**config.mk**
```make
export PLATFORM = sky130hd
export DESIGN_NAME = seg_counter_top
export DESIGN_NICKNAME = d
export VERILOG_FILES = /design/src/rtl/seg_counter_pkg.sv /design/src/rtl/seg7_decoder.sv /design/src/rtl/seg_counter_top.sv
export SDC_FILE = /design/constraint.sdc
export NUM_CORES = 1
export LEC_CHECK = 0
export ABC_AREA = 0
export CORE_ASPECT_RATIO = 0.7
export CORE_MARGIN = 2
export CORE_UTILIZATION = 50
export CTS_CLUSTER_DIAMETER = 120
export DETAILED_ROUTE_END_ITERATION = 7
export PLACE_DENSITY = 0.71
export RECOVER_POWER = 50
export SYNTH_ARGS = -nofsm -noshare
export SYNTH_HDL_FRONTEND = slang
export SYNTH_SLANG_ARGS = --single-unit
```
**constraint.sdc**
```tcl
create_clock -name clk -period 5 [get_ports clk]
set_input_delay 1 -clock clk [delete_from_list [all_inputs] [get_ports clk]]
set_output_delay 1 -clock clk [all_outputs]
set_load 0.01 [all_outputs]
```
**src/rtl/seg_counter_pkg.sv**
```systemverilog
// Shared constants for the two-digit step counter: active-low 7-segment
// codes (bit0 = a .. bit6 = g) and the default prescaler divide.
package seg_counter_pkg;

    localparam int TICK_DIV_DEFAULT = 50_000;

    localparam logic [6:0] SEG_0     = 7'h40;
    localparam logic [6:0] SEG_1     = 7'h79;
    localparam logic [6:0] SEG_2     = 7'h24;
    localparam logic [6:0] SEG_3     = 7'h30;
    localparam logic [6:0] SEG_4     = 7'h19;
    localparam logic [6:0] SEG_5     = 7'h12;
    localparam logic [6:0] SEG_6     = 7'h02;
    localparam logic [6:0] SEG_7     = 7'h78;
    localparam logic [6:0] SEG_8     = 7'h00;
    localparam logic [6:0] SEG_9     = 7'h10;
    localparam logic [6:0] SEG_BLANK = 7'h7F;

endpackage

```
**src/rtl/seg7_decoder.sv**
```systemverilog
// BCD digit to active-low 7-segment pattern; codes above 9 blank the digit.
module seg7_decoder
    import seg_counter_pkg::*;
(
    input  logic [3:0] bcd_i,
    output logic [6:0] seg_o
);

    always_comb begin
        seg_o = SEG_BLANK;
        case (bcd_i)
            4'd0: seg_o = SEG_0;
            4'd1: seg_o = SEG_1;
            4'd2: seg_o = SEG_2;
            4'd3: seg_o = SEG_3;
            4'd4: seg_o = SEG_4;
            4'd5: seg_o = SEG_5;
            4'd6: seg_o = SEG_6;
            4'd7: seg_o = SEG_7;
            4'd8: seg_o = SEG_8;
            4'd9: seg_o = SEG_9;
            default: seg_o = SEG_BLANK;
        endcase
    end

endmodule

```
**src/rtl/seg_counter_top.sv**
```systemverilog
// Board top: two-digit BCD counter advancing by sw20 every TICK_DIV cycles
// while btn0 is held, shown on two active-low 7-segment digits.
module seg_counter_top
    import seg_counter_pkg::*;
#(
    parameter int TICK_DIV = TICK_DIV_DEFAULT
) (
    input  logic       clk,
    input  logic       btn1,
    input  logic       btn0,
    input  logic [2:0] sw20,
    output logic [6:0] seg0,
    output logic [6:0] seg1
);

    localparam int            PW      = (TICK_DIV > 2) ? $clog2(TICK_DIV) : 1;
    localparam logic [PW-1:0] PRE_MAX = PW'(TICK_DIV - 1);

    logic          sync1_q, sync2_q;
    logic          run, tick, carry;
    logic [PW-1:0] pre_q, pre_d;
    logic [3:0]    ones_q, ones_d, tens_q, tens_d;
    logic [4:0]    osum, tsum;

    always_comb begin
        run   = ~sync2_q;
        tick  = run && (pre_q == PRE_MAX);
        pre_d = pre_q;
        if (run) pre_d = tick ? '0 : pre_q + 1'b1;

        // 5-bit sums so the decimal carry is visible before folding back to 0-9
        osum   = {1'b0, ones_q} + {2'b00, sw20};
        carry  = (osum >= 5'd10);
        tsum   = {1'b0, tens_q} + {4'b0000, carry};
        ones_d = ones_q;
        tens_d = tens_q;
        if (tick) begin
            ones_d = carry ? 4'(osum - 5'd10) : osum[3:0];
            tens_d = (tsum >= 5'd10) ? 4'd0 : tsum[3:0];
        end
    end

    always_ff @(posedge clk) begin
        if (!btn1) begin
            sync1_q <= 1'b1;
            sync2_q <= 1'b1;
            pre_q   <= '0;
            ones_q  <= 4'd0;
            tens_q  <= 4'd0;
        end else begin
            sync1_q <= btn0;
            sync2_q <= sync1_q;
            pre_q   <= pre_d;
            ones_q  <= ones_d;
            tens_q  <= tens_d;
        end
    end

    seg7_decoder u_dec_ones (.bcd_i(ones_q), .seg_o(seg0));
    seg7_decoder u_dec_tens (.bcd_i(tens_q), .seg_o(seg1));

endmodule

```
==> results of run 1 <==
## worst max-delay path: stages
cell,delay [ps]
clkdlybuf4s50_1,400
ha_1,230
fa_1,420
xor2_1,250
inv_1,80
ha_1,200
o221ai_1,80
and3_1,260
ha_1,210
ha_1,160
buf_4,120
nor2b_1,140
o21bai_1,100
a311o_1,390
a21oi_2,210
inv_1,120
ha_1,210
inv_1,80
mux2i_1,70
a22oi_1,190
## routing by layer
metal | share of wire | global-route usage | up-vias
met1 | 0.53 | 0.2642 | 826
met4 | 0.011 | 0.06682 | 0
met5 | 0 | 0 | -
met3 | 0.038 | 0.04144 | 8
li1 | - | - | 916
met2 | 0.42 | 0.3097 | 35
## synthesized netlist by cell type (2+ instances only)
library cell and number:
and3_1 4, a311oi_1 2, nor2_1 20, nand2_1 13, o21bai_1 2, inv_1 18
clkbuf_1 4, a21o_1 4, mux2_2 2, ha_1 17, xor2_1 9, nor2b_1 4
mux2i_1 8, and4b_1 2, nand4_1 3, o21ai_0 6, nand2b_1 6, or4b_4 2
dfxtp_1 40, nand3_1 8, and2_1 3, nor3b_1 2, or4_1 3, and4_1 2
xnor2_1 6, a31oi_1 3, or3_1 2, a211oi_1 4, a22oi_1 3, a211o_1 2
a2bb2oi_1 5, a21oi_1 7, nand4b_1 2, o22ai_1 2
## per-stage QoR
| step | area, um2 | util |
|---|---|---|
| 6_report | 2586 | 0.6009 |
| 5_1_grt | 2586 | 0.6009 |
| 4_1_cts | 2586 | 0.6009 |
| 3_5_place_dp | 2496 | 0.5799 |
| 3_3_place_gp | 2496 | 0.5799 |
| 2_1_floorplan | 2226 | - |
## power groups by stage
| stage | Combinational [mW] | Clock (mW) | Sequential (mW) |
|---|---|---|---|
| after floorplan | 0.0202 | 0 | 0.336 |
| after global placement | 0.0394 | 0 | 0.334 |
| after detailed placement | 0.0398 | 0 | 0.334 |
| after CTS | 0.0399 | 0.225 | 0.327 |
| after global routing | 0.0423 | 0.239 | 0.327 |
| final | 0.0386 | 0.221 | 0.327 |
## cell usage in the layout, fill, tap and decap left out, types with 6 or more instances in the layout
cell            n
dfxtp_1        40
nor2_1         20
inv_1          18
ha_1           17
dlygate4sd3_1  15
nand2_1        13
xor2_1          9
nand3_1         8
mux2i_1         8
a21oi_1         7
nand2b_1        6
o21ai_0         6
xnor2_1         6
clkbuf_8        6
## area by class of cell
type	instances	area, um2	area share
flip-flops and latches	40	800.8	0.3096
inverters	20	77.57	0.03000
well taps	55	68.82	0.02661
multi-input cells	177	1321	0.5109
repair buffers	24	227.7	0.08805
clock buffers	8	90.09	0.03483
## flip-flops by register name, indices dropped and copies added (netlist names)
register and count:
sync2_q 1, u_dec_ones.seg_o 7, sync1_q 1, ones_q 4, u_dec_tens.seg_o 7, tens_q 4
pre_q 16
## cells by family (layout without fill, tap and decap cells)
kind of cell | count (synthesis) | count (layout)
simple gates | 86 | 86
compound gates | 48 | 48
flops | 40 | 40
buf+inv | 25 | 52
fa+ha+maj | 18 | 18
xor+xnor | 15 | 15
mux | 10 | 10
## worst paths after layout
kind | start | to | slack (ps) | cells after the start
max reg2reg | ones_q[0] | u_dec_tens.seg_o[4] | 1110 | 19
min reg2reg | sync1_q | sync2_q | 410 | 1
min | sync1_q | sync2_q | 410 | 1
max | sw20[0] | u_dec_tens.seg_o[4] | 290 | 20
==> flow_summary_export.csv, run 1 <==
group,metric,value,unit
layout,nNetsFinal,292,
cts,root_buffer,"clkbuf_8",
floorplanning,die_area,0.005010,mm2
cts,cts_hold_buf,0,
worst_hold_path,hp-class,"reg2reg",
sta,setup_violations,0,
yosys,synth_seq_cells,40,
sta,clock_skew,4.698,ps
global_route,grt_max_degree,14,
yosys,synth_edf_count,0,
route,antenna_left,0,
layout,diodes,0,
global_route,antenna_found_initial,0,
cts,cts_resized,0,
power,power_density,226.9,mW/mm2
cts,clock_sinks,40,
cts,cts_htree_levels,2,
cts,clockBufferDepth,2,
yosys,synthAdderAreaFrac,0.1046,
floorplanning,die_w,83.75,um
route,drc,0,
yosys,synth-simple-area-share,0.2271,
cts,cts-buffers-inserted,5,
power,p_int,0.4550,mW
global_route,grt_overflow,0,
place,portBuffers,19,
route,drt-initial-drc-count,78,
power,pwr-share-seq,0.557,
setup_path,worstPathRequired,5200,ps
run_status,status,"complete, no violations",
power,clockPowerShare,0.377,
floorplanning,rows,20,
floorplanning,start_util,0.5172,
power,p_switching,0.1318,mW
yosys,syn_nets,266,
yosys,yosysWarnings,0,
setup_path,worstPathMaxFanout,5,
sta,setup-tns-final,0,ps
yosys,synth_xor_area_frac,0.05902,
sta,slew_violations,0,
global_route,grt_pass1_vias,1691,
power,power_leakage,1.135,nW
layout,layout.cells.non_filler,324,
sta,worst_slack,285.2,ps
place,place_ws,-2.258,ps
floorplanning,die_h,59.83,um
setup_path,critPathKind,"in2reg",
global_route,grt_pass1_wl,7672,um
yosys,synth_top_area_frac,0.3598,
yosys,syn-cell-area,0.002226,mm2
yosys,synth_ff_type,"dfxtp_1",
setup_path,critPathArrivalTime,4910,ps
place,routabilityCongestion,0.9470,
cts,cts_tree,"built",
setup_path,crit_path_end_kind,"flop",
sta,tightest_slew,695.4,ps
sta,rsz0062_at_grt,"false",
yosys,yosys.area.top_type,"dfxtp_1",
yosys,synth_compound_area_frac,0.1568,
sta,period_share,0.9430,
yosys,syn_inst,242,
yosys,yosysSeqAreaShare,0.3598,
sta,final_hold_viol_count,0,
sta,fmax,212.1,MHz
global_route,gr-usage-all-layers,0.1937,
route,firstDrtPassIters,4,
route,wl,4345,um
yosys,synth_area_per_cell,9.198,um2
cts,clkLatencyLatePin,290,ps
sta,hold_ws,410.8,ps
cts,clkTransAtPathRegs,70,ps
yosys,synth.area.top_cells,"dfxtp_1 36%, ha_1 9.6%, mux2i_1 3.6%",
floorplanning,ios,20,
yosys,synth.distinct_cells,56,
place,dp.cells,316,
floorplanning,core,0.004304,mm2
power,ir_worst_vdd,0.0002233,V
layout,nFillCells,395,
yosys,async_flop_share,0,
setup_path,start_kind,"input port",
cts,post-cts-setup-buffers,0,
route,vias_per_cell,5.509,
yosys,synth_top_family_by_area,"simple AND/OR/NAND/NOR gates",
place,dp_hpwl,3314,um
power,switching_share,0.2246,
power,power,0.5868,mW
route,vias,1785,
sta,max-slew-margin-rel,0.5303,
sta,min_period,4715,ps
run,maxCapViolCount,0,
layout,syn2layout_area_growth,16.19,%
route,routedWlPerCell,13.41,um
layout,drive_above_1_share,0.09294,
yosys,synth_mux_area_frac,0.04609,
power,combPwrFrac,0.066,
Power figures use the tool's default switching activity.
==> inputs of run 2 (changes only) <==
--- a/config.mk
+++ b/config.mk
@@ -11,6 +11,7 @@
 export CORE_UTILIZATION = 50
 export CTS_CLUSTER_DIAMETER = 120
 export DETAILED_ROUTE_END_ITERATION = 7
+export GPL_TIMING_DRIVEN = 0
 export PLACE_DENSITY = 0.71
 export RECOVER_POWER = 50
 export SYNTH_ARGS = -nofsm -noshare
==> run 2 against run 1 <==
Effect of this change:
- clock skew up 1.1 ps
- setup slack worse by 68 ps
- final area up 1.5%
- cell count up 0.31%
- global-route usage down 1.4 points
- critical path type unchanged
- critical endpoint is now u_dec_tens.seg_o[0]
- largest cell class unchanged
==> flow_summary_export.csv, run 2 (synthesized netlist as in run 1, its figures left out) <==
group,metric,value,unit
layout,drive_above_1_share,0.09630,
setup_path,worstPathRequired,5160,ps
global_route,grt_overflow,0,
setup_path,critPathArrivalTime,4940,ps
sta,rsz0062_at_grt,"false",
cts,cts_hold_buf,0,
global_route,antenna_found_initial,0,
sta,hold_ws,414.5,ps
layout,regMostFlops,"pre_q",
layout,nNetsFinal,293,
power,switching_share,0.2165,
layout,finalInstanceArea,0.002624,mm2
global_route,grt_max_degree,14,
power,power_density,238.5,mW/mm2
sta,fmax,209.1,MHz
route,wl,4251,um
layout,nFillCells,384,
layout,final_core_util,0.6096,
setup_path,start_kind,"input port",
route,firstDrtPassIters,4,
sta,max-slew-margin-rel,0.2392,
route,wl_met3,122,um
power,power_leakage,1.128,nW
sta,setup-tns-final,0,ps
global_route,gr-usage-all-layers,0.1793,
sta,period_share,0.9565,
cts,clkTransAtPathRegs,80,ps
sta,clock_skew,5.767,ps
layout,syn2layout_area_growth,17.88,%
cts,clock_sinks,40,
place,dp_hpwl,3141,um
floorplanning,die_h,59.83,um
cts,cts_tree,"built",
setup_path,worstPathMaxFanout,6,
layout,diodes,0,
sta,tightest_slew,1131,ps
run,maxCapViolCount,0,
floorplanning,die_w,83.75,um
floorplanning,rows,20,
route,drt-met1-wl,2353,um
setup_path,startpoint,"sw20[0]",
floorplanning,start_util,0.5172,
route,wl_met2,1749,um
global_route,grt_pass1_wl,7148,um
power,power,0.6258,mW
floorplanning,die_area,0.005010,mm2
floorplanning,ios,20,
cts,cts_htree_levels,2,
place,routabilityCongestion,0.8774,
place,portBuffers,19,
route,drc,0,
power,p_int,0.4903,mW
power,clockPowerShare,0.416,
place,placed_cell_area,0.002485,mm2
route,drt-initial-drc-count,81,
sta,final_hold_viol_count,0,
floorplanning,core,0.004304,mm2
power,ir_worst_vdd,0.0001878,V
layout,final_common_cell,"dfxtp_1",
setup_path,critPathKind,"in2reg",
sta,slew_violations,0,
route,routedWlPerCell,13.08,um
worst_hold_path,hp-start,"sync1_q",
power,pwr-share-seq,0.521,
global_route,grt_pass1_vias,1540,
power,p_switching,0.1355,mW
worst_hold_path,hp-class,"reg2reg",
cts,clkLatencyLatePin,290,ps
route,vias,1753,
setup_path,crit_path_end_kind,"flop",
power,combPwrFrac,0.062,
setup_path,timing.rr.start,"ones_q[0]",
sta,min_period,4783,ps
sta,setup_violations,0,
route,highest_layer,"met4",
layout,mostFrequentLayoutCells,"40 x dfxtp_1, 20 x nor2_1, 18 x inv_1",
run_status,status,"complete, no violations",
route,antenna_left,0,
cts,root_buffer,"clkbuf_8",
cts,cts-buffers-inserted,5,
layout,largest_reg_flops,16,
route,vias_per_cell,5.394,
cts,clockBufferDepth,2,
-- run 2: metrics by stage --
stage,worst slack [ps],cells
floorplan,406.3,242
global placement,-422.6,316
detailed placement,-459.3,316
CTS,82.53,325
global route,0.3073,325
finish,217.5,325
-- run 2: power by group through the flow --
stage | sequential [mW] | clock [mW] | combinational [mW]
2_1_floorplan | 0.336 | 0 | 0.0202
3_5_place_dp | 0.334 | 0 | 0.0389
4_1_cts | 0.327 | 0.267 | 0.0391
6_report | 0.326 | 0.260 | 0.0391
3_3_place_gp | 0.334 | 0 | 0.0385
5_1_grt | 0.327 | 0.280 | 0.0434
-- run 2: path summary, 6_finish.rpt --
| kind | endpoint | slack [ps] | cells past startpoint |
|---|---|---|---|
| worst max-delay path | u_dec_tens.seg_o[0] | 220 | 18 |
| worst min-delay path | sync2_q | 410 | 1 |
| worst max register to register | u_dec_tens.seg_o[0] | 1030 | 17 |
| worst min register to register | sync2_q | 410 | 1 |
-- run 2: critical path, cell delays in order --
cell,delay [ps]
clkdlybuf4s50_1,400
ha_1,230
fa_1,420
xor2_1,210
inv_1,120
ha_4,170
o221ai_2,130
and3_2,250
ha_1,220
ha_2,210
nand2b_1,180
or2_2,330
a311o_1,320
a21oi_4,170
inv_1,110
ha_1,200
mux2i_1,170
a2bb2oi_1,90
-- run 2: repair_timing --
| item | CTS | global route |
|---|---|---|
| resized for setup | 1 | 5 |
| pin swaps | 1 | 0 |
| buffers inserted | 1 | 0 |
| setup endpoints to repair | 5 | 6 |
-- run 2: layout make-up --
| type | count | area, um2 | share of cell area |
|---|---|---|---|
| Clock buffer | 5 | 68.82 | 0.02623 |
| Sequential cell | 40 | 800.8 | 0.3052 |
| Clock inverter | 3 | 42.54 | 0.01621 |
| Multi-Input combinational cell | 177 | 1341 | 0.5112 |
| Tap cell | 55 | 68.82 | 0.02623 |
| Timing Repair Buffer | 20 | 197.7 | 0.07535 |
| Buffer | 5 | 26.28 | 0.01001 |
| Inverter | 20 | 77.57 | 0.02957 |
-- run 2: layer usage --
layer / GRT usage / vias up
met5: 0 / -
li1: - / 915
met2: 0.2606 / 15
met4: 0.05530 / 0
met1: 0.2613 / 821
met3: 0.04696 / 2
==> variant: new RTL, config.mk and constraints of run 2 <==
`TICK_DIV_DEFAULT`: 50_000 -> 25_000.
--- a/src/rtl/seg_counter_pkg.sv
+++ b/src/rtl/seg_counter_pkg.sv
@@ -3,5 +3,5 @@
 package seg_counter_pkg;
 
-    localparam int TICK_DIV_DEFAULT = 50_000;
+    localparam int TICK_DIV_DEFAULT = 25_000;
 
     localparam logic [6:0] SEG_0     = 7'h40;
Function: no difference found for any inputs over 10 cycles, from zero or initial values; that may be too few to reach the edited logic, so the function may still have changed.
==> variant against run 2 <==
  * Final cell count shrank 5.2%
  * Area after synthesis fell by 9.9%
  * Sequential cell count decreased by 1
  * Setup slack worse by 0.041 ns
  * Register-to-register slack lost 0.03 ns
  * Routed wire length fell by 8.3%
  * Final area decreased by 8.5%
  * Hold slack better by 0.022 ns
  * Critical path type unchanged
  * Critical endpoint is now u_dec_tens.seg_o[5]$_DFF_P_
Power is not compared: it rests on default switching activity, and its combinational part moved more than twofold at a synthesized area within 25%.
==> variant: results <==
grt:
  first_global_vias: 1493
  antenna_found_initial: 0
  grt_first_pass_wirelength_mm: 6.60
  grt_usage_pct: 18.8
  grt_max_degree: 13
layout:
  largest_reg_flops: 15
  fillCellCount: 336
  final_nets: 279
  drive_above_1_share_pct: 8.59
worst_hold_path:
  holdPathStages: 1
route:
  dr_wl_met3_um: 260
  drtPass1Iterations: 6
  met2_length_mm: 1.60
  drt_iter0_markers: 125
  wl_met1_mm: 1.99
  wl_per_cell_um: 12.7
  vias: 1662
outcome:
  status: "finished, final reports clean"
logic_synthesis:
  synth_common_cells: "dfxtp_1 (39), a21oi_1 (22), nand2_1 (19)"
  synth_nets: 250
  ys_seq_area_share_pct: 38.9
  ys_types: 42
  synthTopCellsByArea: "dfxtp_1 (39%), ha_1 (11%), a21oi_1 (5.5%)"
critical_path:
  crit_arrival_ns: 5.01
placement:
  gp_congestion: 0.821
  hpwl_mm: 2.65
  portBuffers: 18
timing:
  relSlewSlack_pct: 14.9
  clock_skew_ns: 0.00677
## variant: cell count changes after synthesis, sizes merged, moves of 4 or more
cell,run 2,this run
a21oi,8,23
a2bb2oi,5,0
and2,5,1
mux2i,8,3
nand2,13,19
nand3,8,12
## variant: layout make-up
type / instances / share of cell area [%]
plain buffers: 3 / 0.469
inverters: 17 / 2.66
well taps: 52 / 2.71
clock inverters: 1 / 0.313
flip-flops and latches: 39 / 32.5
clock buffers: 7 / 4.01
multi-input cells: 166 / 48.2
repair buffers: 23 / 9.07
## variant: worst max-delay path, cell delays in order
cell and delay, ns:
clkdlybuf4s50_1 0.40, ha_1 0.24, fa_2 0.39, xor2_2 0.23, inv_1 0.07, ha_1 0.23, o221ai_1 0.10, and3_1 0.34
ha_2 0.26, ha_1 0.25, nand2b_1 0.16, a211oi_2 0.09, a2111oi_4 0.45, buf_4 0.19, a21oi_1 0.09, mux2i_4 0.25
and2b_2 0.22, a21oi_1 0.04
## variant: timing repair
item | in CTS | in global routing
gates resized for setup | 1 | 4
setup endpoints to repair | 6 | 7
pin swaps | 1 | 3
hold endpoints to repair | 0 | 0
setup buffers | 0 | 5
## variant: logic make-up after synthesis
family          Yosys count  share of synthesized area (%)
compound gates           52                           17.0
xor+xnor                 12                           5.24
fa+ha+maj                18                           11.6
buf+inv                  21                           3.99
flops                    39                           38.9
mux                       3                           2.12
simple gates             81                           21.1
## variant: worst paths after layout
check	to	slack (ns)
max reg2reg	u_dec_tens.seg_o[5]$_DFF_P_	1.00
min	sync2_q$_SDFF_PN1_	0.44
max	u_dec_tens.seg_o[5]$_DFF_P_	0.18
min reg2reg	sync2_q$_SDFF_PN1_	0.44
## variant: power by group
part | switching (mW) | total (mW) | internal (mW)
clock | 0.114 | 0.239 | 0.125
sequential | 0.00105 | 0.313 | 0.312
combinational | 0.00969 | 0.0165 | 0.00686
total | 0.125 | 0.569 | 0.444
## variant: layer usage
layer,vias to the layer above,global-route usage [%]
met5,-,0
met4,0,7.64
met3,5,4.75
met2,59,27.5
met1,747,26.6
li1,851,-
## variant: per-stage QoR
stage,instances,worst slack (ns),instance area (sq um),hold WS [ns],utilization (%)
floorplan,226,0.450,2010,0.386,-
global placement,296,-0.406,2250,0.426,58.1
detailed placement,296,-0.420,2250,0.417,58.1
CTS,304,0.00561,2360,0.435,60.9
global route,308,-0.106,2400,0.452,61.9
finish,308,0.177,2400,0.436,61.9
